[src/rtl/dp_ram_block_mover_if.sv]
// dp_ram_block_mover_if: command and dual-port RAM signals of the block mover
interface dp_ram_block_mover_if #(
  parameter int add_wd = 4,
  parameter int data_wd = 32
);
  logic start, mode, abort, busy, done, cs, rd0, wr1, rd1, wr0;
  logic [add_wd-1:0] src_add, dst_add, rd_add0, wr_add1, rd_add1, wr_add0;
  logic [add_wd:0] len;
  logic [data_wd-1:0] fill_data, rd_data0, wr_data1, wr_data0;
  modport master (
    input start, mode, src_add, dst_add, len, fill_data, abort, rd_data0,
    output busy, done, cs, rd0, rd_add0, wr1, wr_add1, wr_data1, rd1, wr0, rd_add1, wr_add0, wr_data0
  );
  modport slave (
    output start, mode, src_add, dst_add, len, fill_data, abort, rd_data0,
    input busy, done, cs, rd0, rd_add0, wr1, wr_add1, wr_data1, rd1, wr0, rd_add1, wr_add0, wr_data0
  );
endinterface

[src/rtl/dp_ram_block_mover.sv]
// dp_ram_block_mover: block copy/fill engine reading RAM port 0 and writing port 1
module dp_ram_block_mover #(
  parameter int add_wd = 4,
  parameter int data_wd = 32
) (
  input logic clk,
  input logic rst,
  dp_ram_block_mover_if.master bus
);
  typedef enum logic [1:0] {IDLE, RUN, DRAIN, DONE} state_t;
  state_t st_q;
  logic mode_q, desc_q, pend_q, busy_q, done_q, rd0_q, wr1_q;
  logic [add_wd:0] len_q, cnt_q;
  logic [add_wd-1:0] rd_add0_q, wr_add1_q, dptr_q, span, step;
  logic [data_wd-1:0] wr_data1_q;
  logic desc, last;
  assign desc = !bus.mode && bus.dst_add > bus.src_add;
  assign span = bus.len[add_wd-1:0] - add_wd'(1);
  assign step = desc_q ? '1 : add_wd'(1);
  assign last = bus.abort || cnt_q == len_q;
  assign bus.busy = busy_q;
  assign bus.done = done_q;
  assign bus.rd0 = rd0_q;
  assign bus.rd_add0 = rd_add0_q;
  assign bus.wr1 = wr1_q;
  assign bus.wr_add1 = wr_add1_q;
  assign bus.wr_data1 = wr_data1_q;
  assign bus.cs = rd0_q | wr1_q;
  assign bus.rd1 = 1'b0;
  assign bus.wr0 = 1'b0;
  assign bus.rd_add1 = '0;
  assign bus.wr_add0 = '0;
  assign bus.wr_data0 = '0;
  // command FSM; copy reads flow through pend_q (data arriving) into the registered write port
  always_ff @(posedge clk) begin
    if (rst) begin
      st_q <= IDLE;
      mode_q <= 1'b0;
      desc_q <= 1'b0;
      pend_q <= 1'b0;
      busy_q <= 1'b0;
      done_q <= 1'b0;
      rd0_q <= 1'b0;
      wr1_q <= 1'b0;
      len_q <= '0;
      cnt_q <= '0;
      rd_add0_q <= '0;
      wr_add1_q <= '0;
      dptr_q <= '0;
      wr_data1_q <= '0;
    end else begin
      if (st_q == DRAIN || (st_q == RUN && !mode_q)) begin
        pend_q <= rd0_q;
        wr1_q <= pend_q;
        if (pend_q) begin
          wr_add1_q <= dptr_q;
          wr_data1_q <= bus.rd_data0;
          dptr_q <= dptr_q + step;
        end
      end
      case (st_q)
        IDLE: if (bus.start) begin
          mode_q <= bus.mode;
          desc_q <= desc;
          len_q <= bus.len;
          cnt_q <= (add_wd+1)'(1);
          if (bus.len == '0) begin
            done_q <= 1'b1;
            st_q <= DONE;
          end else begin
            busy_q <= 1'b1;
            st_q <= RUN;
            rd0_q <= !bus.mode;
            rd_add0_q <= desc ? bus.src_add + span : bus.src_add;
            dptr_q <= desc ? bus.dst_add + span : bus.dst_add;
            wr1_q <= bus.mode;
            wr_add1_q <= bus.dst_add;
            wr_data1_q <= bus.fill_data;
          end
        end
        RUN: if (last) begin
          rd0_q <= 1'b0;
          if (mode_q) begin
            wr1_q <= 1'b0;
            busy_q <= 1'b0;
            done_q <= 1'b1;
            st_q <= DONE;
          end else begin
            st_q <= DRAIN;
          end
        end else begin
          cnt_q <= cnt_q + (add_wd+1)'(1);
          if (mode_q) wr_add1_q <= wr_add1_q + add_wd'(1);
          else rd_add0_q <= rd_add0_q + step;
        end
        DRAIN: if (!pend_q) begin
          busy_q <= 1'b0;
          done_q <= 1'b1;
          st_q <= DONE;
        end
        default: begin
          done_q <= 1'b0;
          st_q <= IDLE;
        end
      endcase
    end
  end
endmodule

[src/flat_wrapper.sv]
// flat-port wrapper written by rule: the top's interface ports become plain ports
module dp_ram_block_mover_flat 
#(
  parameter int add_wd = 4,
  parameter int data_wd = 32
)
  (clk, rst, bus_start, bus_mode, bus_src_add, bus_dst_add, bus_len, bus_fill_data, bus_abort, bus_rd_data0, bus_busy, bus_done, bus_cs, bus_rd0, bus_rd_add0, bus_wr1, bus_wr_add1, bus_wr_data1, bus_rd1, bus_wr0, bus_rd_add1, bus_wr_add0, bus_wr_data0);
  dp_ram_block_mover_if #(.add_wd(add_wd), .data_wd(data_wd)) bus_i ();
  input logic clk;
  input logic rst;
  input wire logic [$bits(bus_i.start)-1:0] bus_start;
  input wire logic [$bits(bus_i.mode)-1:0] bus_mode;
  input wire logic [$bits(bus_i.src_add)-1:0] bus_src_add;
  input wire logic [$bits(bus_i.dst_add)-1:0] bus_dst_add;
  input wire logic [$bits(bus_i.len)-1:0] bus_len;
  input wire logic [$bits(bus_i.fill_data)-1:0] bus_fill_data;
  input wire logic [$bits(bus_i.abort)-1:0] bus_abort;
  input wire logic [$bits(bus_i.rd_data0)-1:0] bus_rd_data0;
  output wire logic [$bits(bus_i.busy)-1:0] bus_busy;
  output wire logic [$bits(bus_i.done)-1:0] bus_done;
  output wire logic [$bits(bus_i.cs)-1:0] bus_cs;
  output wire logic [$bits(bus_i.rd0)-1:0] bus_rd0;
  output wire logic [$bits(bus_i.rd_add0)-1:0] bus_rd_add0;
  output wire logic [$bits(bus_i.wr1)-1:0] bus_wr1;
  output wire logic [$bits(bus_i.wr_add1)-1:0] bus_wr_add1;
  output wire logic [$bits(bus_i.wr_data1)-1:0] bus_wr_data1;
  output wire logic [$bits(bus_i.rd1)-1:0] bus_rd1;
  output wire logic [$bits(bus_i.wr0)-1:0] bus_wr0;
  output wire logic [$bits(bus_i.rd_add1)-1:0] bus_rd_add1;
  output wire logic [$bits(bus_i.wr_add0)-1:0] bus_wr_add0;
  output wire logic [$bits(bus_i.wr_data0)-1:0] bus_wr_data0;
  assign bus_i.start = bus_start;
  assign bus_i.mode = bus_mode;
  assign bus_i.src_add = bus_src_add;
  assign bus_i.dst_add = bus_dst_add;
  assign bus_i.len = bus_len;
  assign bus_i.fill_data = bus_fill_data;
  assign bus_i.abort = bus_abort;
  assign bus_i.rd_data0 = bus_rd_data0;
  assign bus_busy = bus_i.busy;
  assign bus_done = bus_i.done;
  assign bus_cs = bus_i.cs;
  assign bus_rd0 = bus_i.rd0;
  assign bus_rd_add0 = bus_i.rd_add0;
  assign bus_wr1 = bus_i.wr1;
  assign bus_wr_add1 = bus_i.wr_add1;
  assign bus_wr_data1 = bus_i.wr_data1;
  assign bus_rd1 = bus_i.rd1;
  assign bus_wr0 = bus_i.wr0;
  assign bus_rd_add1 = bus_i.rd_add1;
  assign bus_wr_add0 = bus_i.wr_add0;
  assign bus_wr_data0 = bus_i.wr_data0;
  dp_ram_block_mover #(.add_wd(add_wd), .data_wd(data_wd)) u_core (.clk(clk), .rst(rst), .bus(bus_i));
endmodule
[config.mk]
export PLATFORM = sky130hd
export DESIGN_NAME = dp_ram_block_mover_flat
export DESIGN_NICKNAME = d
export VERILOG_FILES = /design/src/rtl/dp_ram_block_mover_if.sv /design/src/rtl/dp_ram_block_mover.sv /design/src/flat_wrapper.sv
export SDC_FILE = /design/constraint.sdc
export NUM_CORES = 1
export LEC_CHECK = 0
export ABC_AREA = 1
export ABC_CLOCK_PERIOD_IN_PS = 6190
export CAP_MARGIN = 10
export CORE_MARGIN = 5
export CORE_UTILIZATION = 48
export CTS_CLUSTER_DIAMETER = 30
export DETAILED_ROUTE_END_ITERATION = 8
export PLACE_DENSITY_LB_ADDON = 0.05
export SLEW_MARGIN = 20
export SYNTH_ARGS = -nofsm -noshare
export SYNTH_HDL_FRONTEND = slang
export SYNTH_SLANG_ARGS = --single-unit
[constraint.sdc]
create_clock -name clk -period 6.19 [get_ports clk]
set_input_delay 1.857 -clock clk [delete_from_list [all_inputs] [get_ports clk]]
set_output_delay 1.857 -clock clk [all_outputs]
set_load 0.005 [all_outputs]
-- Yosys cells after proc, flatten, opt, wreduce, memory -nomap -nowiden
Cells that the tools add are included.
- bits in read-only memories: 0
- output and inout port bits: 87
- input port bits: 82
- memories kept: 0
- register bits after elaboration: 63
- word-level logic and storage cells: 107
- bits in latches: 0
- RAM bits: 0
- shift-type cells: 0
- reduce and logical (&&, ||, !) cells: 17
- add/sub/neg operators: 7
- eq/ne operators: 11
- bitwise gates (word level): 1
- multipliers: 0
- divide/modulo/power cells: 0
- muxes and demuxes: 56
- magnitude comparators: 1
- operators with widths (kind ; count):
    2-to-1 mux 32 bit ; 5
    2-to-1 mux 4 bit ; 18
    2-to-1 mux 1 bit ; 19
    adder 4 bit ; 4
    case mux 4 bit (2 select lines) ; 2
    2-to-1 mux 5 bit ; 2
    != test 2 bit, second input constant ; 5
    case mux 5 bit (2 select lines) ; 1
    AND reduction 5 bit ; 2
    2-to-1 mux 2 bit ; 4
    != test 2 x 1 -> 1 bit, second input constant ; 3
    case mux 1 bit (3 select lines) ; 2
    case mux 2 bit (3 select lines) ; 1
    AND reduction 3 bit ; 2
    AND reduction 6 bit ; 1
    adder 5 x 1 -> 5 bit, second input constant ; 1
    == test 5 bit ; 1
    zero test 5 bit ; 1
    adder 4 x 1 -> 4 bit, second input constant ; 1
    greater-than comparator 4 bit ; 1
    case mux 1 bit (2 select lines) ; 2
    AND reduction 4 bit ; 1
    subtractor 4 x 1 -> 4 bit, second input constant ; 1
    nonzero test 3 bit ; 1
    other kinds (9) ; 12

-- Logic depth before layout (Yosys ltp)
Gate-level depths: netlist of run 1.
- depth after elaboration: 7
- mapped depth: 15
- mapped depth without buffers: 14

-- Least setup slack after synthesis of run 1
No wires, ideal clock.
- path kind: in2reg
- start: in bus_len[0]
- end: reg u_core.rd_add0_q[3] (netlist: u_core.bus.rd_add0[3])
- required time: 6.078 ns
- arrival: 3.285 ns
- buffers on the path: 0
- library setup time: 0.112 ns
- stages: 14
- slack: 2.794 ns
- path through: inv_1 -> ha_1 -> xor2_1 -> ha_1 -> nand2_1 -> nand2_1 -> nor2_1 -> nand3_1 -> nand2_1 -> nor2_1 -> nor2_1 -> nor2_1 -> nor2_1 -> nor2_1
- word-level cells in the longest chain between the ends: 6
- elaborated cells on any way between the ends: 9
- those cells by class: add/sub: 2; eq/ne: 1; mux: 4; reduce/logical: 2
- ends and longest elaborated chain (element ; RTL line ; text):
    from (decl) ; flat_wrapper.sv:15 ; input wire logic [$bits(bus_i.len)-1:0] bus_len;
    subtractor 4 x 1 -> 4 bit ; dp_ram_block_mover.sv:18 ; assign span = bus.len[add_wd-1:0] - add_wd'(1);
    adder 4 bit ; dp_ram_block_mover.sv:74 ; rd_add0_q <= desc ? bus.src_add + span : bus.src_add;
    2-to-1 mux 4 bit ; dp_ram_block_mover.sv:74 ;
    2-to-1 mux 4 bit ; dp_ram_block_mover.sv:67 ; if (bus.len == '0) begin
    2-to-1 mux 4 bit ; dp_ram_block_mover.sv:62 ; IDLE: if (bus.start) begin
    case mux 4 bit (2 select lines) ; dp_ram_block_mover.sv:61 ; case (st_q)
    to (signal assigned) ; dp_ram_block_mover.sv:74 ;
    to (signal assigned) ; dp_ram_block_mover.sv:94 ; else rd_add0_q <= rd_add0_q + step;
    to (decl) ; dp_ram_block_mover.sv:14 ; logic [add_wd-1:0] rd_add0_q, wr_add1_q, dptr_q, span, step;
Several ways; a longest one is shown, not always the timed one. The select of a mux whose other input is x is not followed.
A chain may end at the register's enable or synchronous reset.

-- Worst setup path in the final report of run 1
Same ends and word-level chain as after synthesis.

==> metrics, run 1 <==
status=finished, final reports clean; final WL=~12000 µm; Max-Cap Viols=0; Inserted Diodes=0; Final Hold Viols=0; Core Area=8720 µm²; row count=34; element type at the critical path start=primary input; worst setup margin=2310 ps; Synthesis Warnings=0; Leak=2.49 nW; Synth top area share=between 20% and 30%; max-slew violations=0; CTS tree=done; worst relative slew slack=between 40% and 50%; Setup Viol. Count Final=0; Crit Path Max Fanout=7; first-pass GRT wire length=19800 µm; sequential area share after synthesis=29.3%; CP Class=primary input to flip-flop; Ports=169; DP Worst Slack=between 1500 and 2000 ps; Hold Path Class=flip-flop to flip-flop; input/output buffers=126; Filler cells=787; Worst-Margin Slew=789 ps; GRT Overall Usage=between 20% and 30%; Horiz. Die Dim=105 µm; library cells used by synthesis=33; unrepaired setup endpoints after global routing=false; Num CTS Buffers=9; worst hold slack=468 ps; initial antenna violation count=0; min Tclk post-route=3880 ps; area grow syn2layout=30.7%; First DRT Iteration DRCs=160; GRT overflow=0; Pwr Density=375 nW/µm²; WL per Instance=14.0 µm; estimated wirelength of the detail-placed design=a little over 9000 µm; clock sinks=63; Layout Skew=8.85 ps; average size of a mapped cell=around 6.7 µm²; Synth area leaders=dfxtp_1, nand2_1, buf_4; crit end category=flip-flop; setup tns final=0 ps; Vert. Die Dim=105 µm; post-synth design cell area=4310 µm²; clk root buf=clkbuf_8; # DRC=0; Starting Density=49.4%; post-cts resize count=0; fraction of layout cells with a size suffix above 1=5.81%; fmax=258 MHz; placed instance count=849; FF-to-FF setup slack=2990 ps; Final Util=between 60 and 70%; leading area contributor after synthesis=dfxtp_1; part of the cycle the worst path needs=roughly 63%; CTS Hold Buffers Added=0; Vias=around 4400; Layout Cells excl Fill=865; Tot Pwr=roughly 2.1 mW; Via density=5.13; latest clock arrival within the worst-skew pair=about 340 ps; CTS clk-pin slew, worst paths=roughly 80 ps; WP data arrival=4120 ps; Post-DRT Antenna Nets=0; post-CTS setup buffers=0; routability cong.=between 0.8 and 0.9; largest net degree at the start of global routing=72; placed cell areas=5420 µm²; VDD IR max=0.155 mV; First-pass DRT Iterations=5; vias in the first global route=approximately 4200; maximum clock insertion buffer count=2; htree depth=3; full die area=~11000 µm²; Post-Syn Instances=640; Final Instance Area=5630 µm²; NumNets Final=860; Critical Path RT=6430 ps; number of synthesized register bits=63
[where the power goes]
part	internal, mW	switching, mW
clock network	0.196	0.169
registers	0.541	0.104
logic	0.498	0.602
total	1.23	0.875
[worst paths after layout]
kind	startpoint	to	cells after the start
max reg2reg	u_core.st_q[1]$_SDFFE_PP0P_	u_core.dptr_q[3]$_SDFF_PP0_	10
max	bus_len[0]	u_core.bus.rd_add0[3]$_SDFFE_PP0P_	15
min	u_core.bus.busy$_SDFFE_PP0P_	u_core.bus.busy$_SDFFE_PP0P_	2
min reg2reg	u_core.bus.busy$_SDFFE_PP0P_	u_core.bus.busy$_SDFFE_PP0P_	2
[worst max-delay path, cell delays in order]
cell and delay, ps:
clkdlybuf4s50_1 400, inv_1 200, ha_1 230, xor2_1 270, ha_1 340, nand2_1 120
nand2_1 50, nor2_1 120, nand3_1 120, nand2_1 80, nor2_1 40, nor2_1 90
nor2_1 70, nor2_1 90, nor2_1 40
[final cells by class]
type                       count  area (µm²)  area share [%]
tap                          108         135            2.40
clock inverter                 5        57.6            1.02
sequential                    63        1260            22.4
timing repair buffer         127        1270            22.5
inverter                      61         229            4.07
clock buffer                  11         141            2.51
multi-input combinational    490        2530            45.0
[layout by cell type (no fill, tap or decap), drive strengths merged, types with 6 or more instances in the layout]
master / Yosys / final
a21oi: 32 / 32
a31oi: 34 / 34
clkbuf: 9 / 11
clkdlybuf4s50: 0 / 126
conb: 1 / 42
dfxtp: 63 / 63
ha: 22 / 22
inv: 61 / 61
nand2: 191 / 191
nand3: 39 / 39
nand4: 8 / 8
nor2: 35 / 35
o21ai: 59 / 59
or2: 7 / 7
xnor2: 6 / 6
xor2: 6 / 6
[registers in the layout (all words and copies together) (netlist names)]
name                 count
u_core.dptr_q            4
u_core.bus.rd_add0       4
u_core.cnt_q             5
u_core.st_q              2
u_core.bus.wr_add1       4
u_core.bus.busy          1
u_core.pend_q            1
u_core.bus.wr1           1
u_core.mode_q            1
u_core.bus.wr_data1     32
u_core.bus.rd0           1
u_core.desc_q            1
u_core.bus.done          1
u_core.len_q             5
[logic make-up (layout without fill, tap and decap cells)]
| kind of cell | Yosys count | count (layout) | share of synthesized area [%] |
|---|---|---|---|
| XOR/XNOR | 12 | 12 | 2.44 |
| adder cells (fa/ha/maj) | 26 | 26 | 8.25 |
| buffers and inverters | 128 | 204 | 15.5 |
| flip-flops | 63 | 63 | 29.3 |
| AND/OR/NAND/NOR | 281 | 281 | 28.1 |
| other | 1 | 42 | 0.0871 |
| AO/OA/AOI/OAI | 129 | 129 | 16.3 |
[synth_stat cells]
cell type  instances
a211oi_1           1
a21o_1             1
a21oi_1           32
a31oi_1           34
buf_2             13
buf_4             44
buf_6              1
clkbuf_1           9
conb_1             1
dfxtp_1           63
fa_1               4
ha_1              22
inv_1             53
inv_2              8
nand2_1          178
nand2_2            9
nand2_4            4
nand2b_1           1
nand3_1           37
nand3_2            2
nand4_1            8
nor2_1            34
nor2_2             1
o211ai_1           1
o21ai_0           55
o21ai_1            3
o21ai_2            1
o21bai_1           1
or2_0              1
or2_1              3
or2_2              3
xnor2_1            6
xor2_1             6
[layer usage]
layer	part of all wire [%]	wire, µm	track usage, %	vias up
met3	9.1	1100	7.21	28
met1	40	4780	25.5	2029
met5	0	0	0	-
met2	49	5950	36.1	156
li1	-	-	-	2223
met4	2.1	258	8.58	0
Power figures use the tool's default switching activity.
==> run 2, diff against run 1 <==
Settings changed: ABC_CLOCK_PERIOD_IN_PS 6190 to 3100, CORE_UTILIZATION 48 to 40.
Clock period 6.19 ns to 3.1 ns, I/O delays scaled along.
==> metrics, run 2 (synthesis gave the netlist of run 1 again) <==
part of the cycle the worst path needs=84.8%; clock sinks=63; Final Util=a little over half; area grow syn2layout=32.3%; CP Cell Sequence=clkdlybuf4s50_1, inv_1, ha_1, xor2_1, ha_1, nand2_1, nand2_1, nor2_1, nand3_1, nand2_1, nor2_1, nor2_1, nor2_1, nor2_1, nor2_1; max reg flops=32; commonest non-fill, non-tap cells in the layout=nand2_1, clkdlybuf4s50_1, dfxtp_1; multi-input logic area=approximately 2500 µm²; Max-Cap Viols=0; Num CTS Buffers=9; worst relative slew slack=60.8%; element type at the critical path start=primary input; GRT Overall Usage=19.5%; GRT overflow=0; Crit Path Max Fanout=4; unrepaired setup endpoints after global routing=false; fraction of layout cells with a size suffix above 1=6.41%; CTS tree=done; Pwr Density=727 nW/µm²; Worst-Margin Slew=588 ps; routability cong.=~0.92; slowest cell on the critical path=clkdlybuf4s50_1; Vias=4338; Critical Path RT=3350 ps; worst stage delay on the critical path=500 ps; Via density=4.81; crit end category=flip-flop; full die area=12900 µm²; Reg area=1260 µm²; Layout Cells excl Fill=901; min Tclk post-route=approximately 2600 ps; # DRC=0; clk root buf=clkbuf_8; final WL=12300 µm; Hold Path Class=flip-flop to flip-flop; CTS Hold Buffers Added=0; WP data arrival=approximately 2900 ps; Layout Skew=11.0 ps; post-CTS setup buffers=0; Inserted Diodes=0; Setup Viol. Count Final=0; initial antenna violation count=0; First DRT Iteration DRCs=191; WL per Instance=around 14 µm; most common cell after layout, fill and taps aside=nand2_1; placed instance count=around 890; setup tns final=0 ps; Post-DRT Antenna Nets=0; latest clock arrival within the worst-skew pair=~350 ps; first-pass GRT wire length=20600 µm; status=finished, final reports clean; CTS clk-pin slew, worst paths=approximately 70 ps; maximum clock insertion buffer count=2; worst setup margin=470 ps; CP Class=primary input to flip-flop; vias in the first global route=roughly 4300; Vert. Die Dim=114 µm; VDD IR max=0.285 mV; largest net degree at the start of global routing=51; Ports=between 150 and 200; estimated wirelength of the detail-placed design=about 9400 µm; Leak=between 2 and 3 nW; NumNets Final=around 870; post-cts resize count=0; htree depth=3; fmax=380 MHz; DP Worst Slack=106 ps; input/output buffers=around 130; Core Area=10400 µm²; Filler cells=1040; max-slew violations=0; Final Hold Viols=0; most used cell, CP=nor2_1; First-pass DRT Iterations=4; Horiz. Die Dim=114 µm; Starting Density=41.3%; row count=37
run 2: power breakdown:
group          total, mW  switching [mW]  internal (mW)
Sequential          1.29           0.206           1.08
Combinational       2.23            1.20           1.02
Clock              0.628           0.320          0.308
run 2: per-stage QoR:
| stage | area [µm²] | hold slack [ps] | total power [mW] |
|---|---|---|---|
| 4_1_cts | 5700 | 460 | 4.19 |
| 6_report | 5700 | 458 | 4.14 |
| 5_1_grt | 5700 | 477 | 4.55 |
| 3_5_place_dp | 5540 | 451 | 3.53 |
| 3_3_place_gp | 5540 | 453 | 3.51 |
| 2_1_floorplan | 4460 | 444 | 2.72 |
run 2: layout make-up:
class,instances,area share (%)
clock buffers,14,2.68
clock inverters,1,0.0879
well taps,136,2.99
inverters,61,4.02
flip-flops and latches,63,22.1
repair buffers,136,23.7
multi-input cells,490,44.4
run 2: critical path, delay by kind of cell:
family,cells,cell delay [ps]
xor+xnor,1,160
buf+inv,2,550
fa+ha+maj,2,530
simple gates,10,720
run 2: path summary, 6_finish.rpt:
check,start,end,slack [ps],cells past startpoint
setup / recovery,bus_len[1],u_core.bus.rd_add0[3]$_SDFFE_PP0P_,470,15
hold / removal,u_core.bus.busy$_SDFFE_PP0P_,u_core.bus.busy$_SDFFE_PP0P_,460,2
setup reg to reg,u_core.st_q[1]$_SDFFE_PP0P_,u_core.dptr_q[3]$_SDFF_PP0_,1040,10
hold reg to reg,u_core.bus.busy$_SDFFE_PP0P_,u_core.bus.busy$_SDFFE_PP0P_,460,2
run 2: layer usage:
metal / GRT usage, % / vias up / share of wire (%)
met4: 7.77 / 0 / 1.9
li1: - / 2249 / -
met2: 32.0 / 149 / 48
met3: 6.42 / 19 / 8.8
met1: 23.4 / 1921 / 42
met5: 0 / - / 0
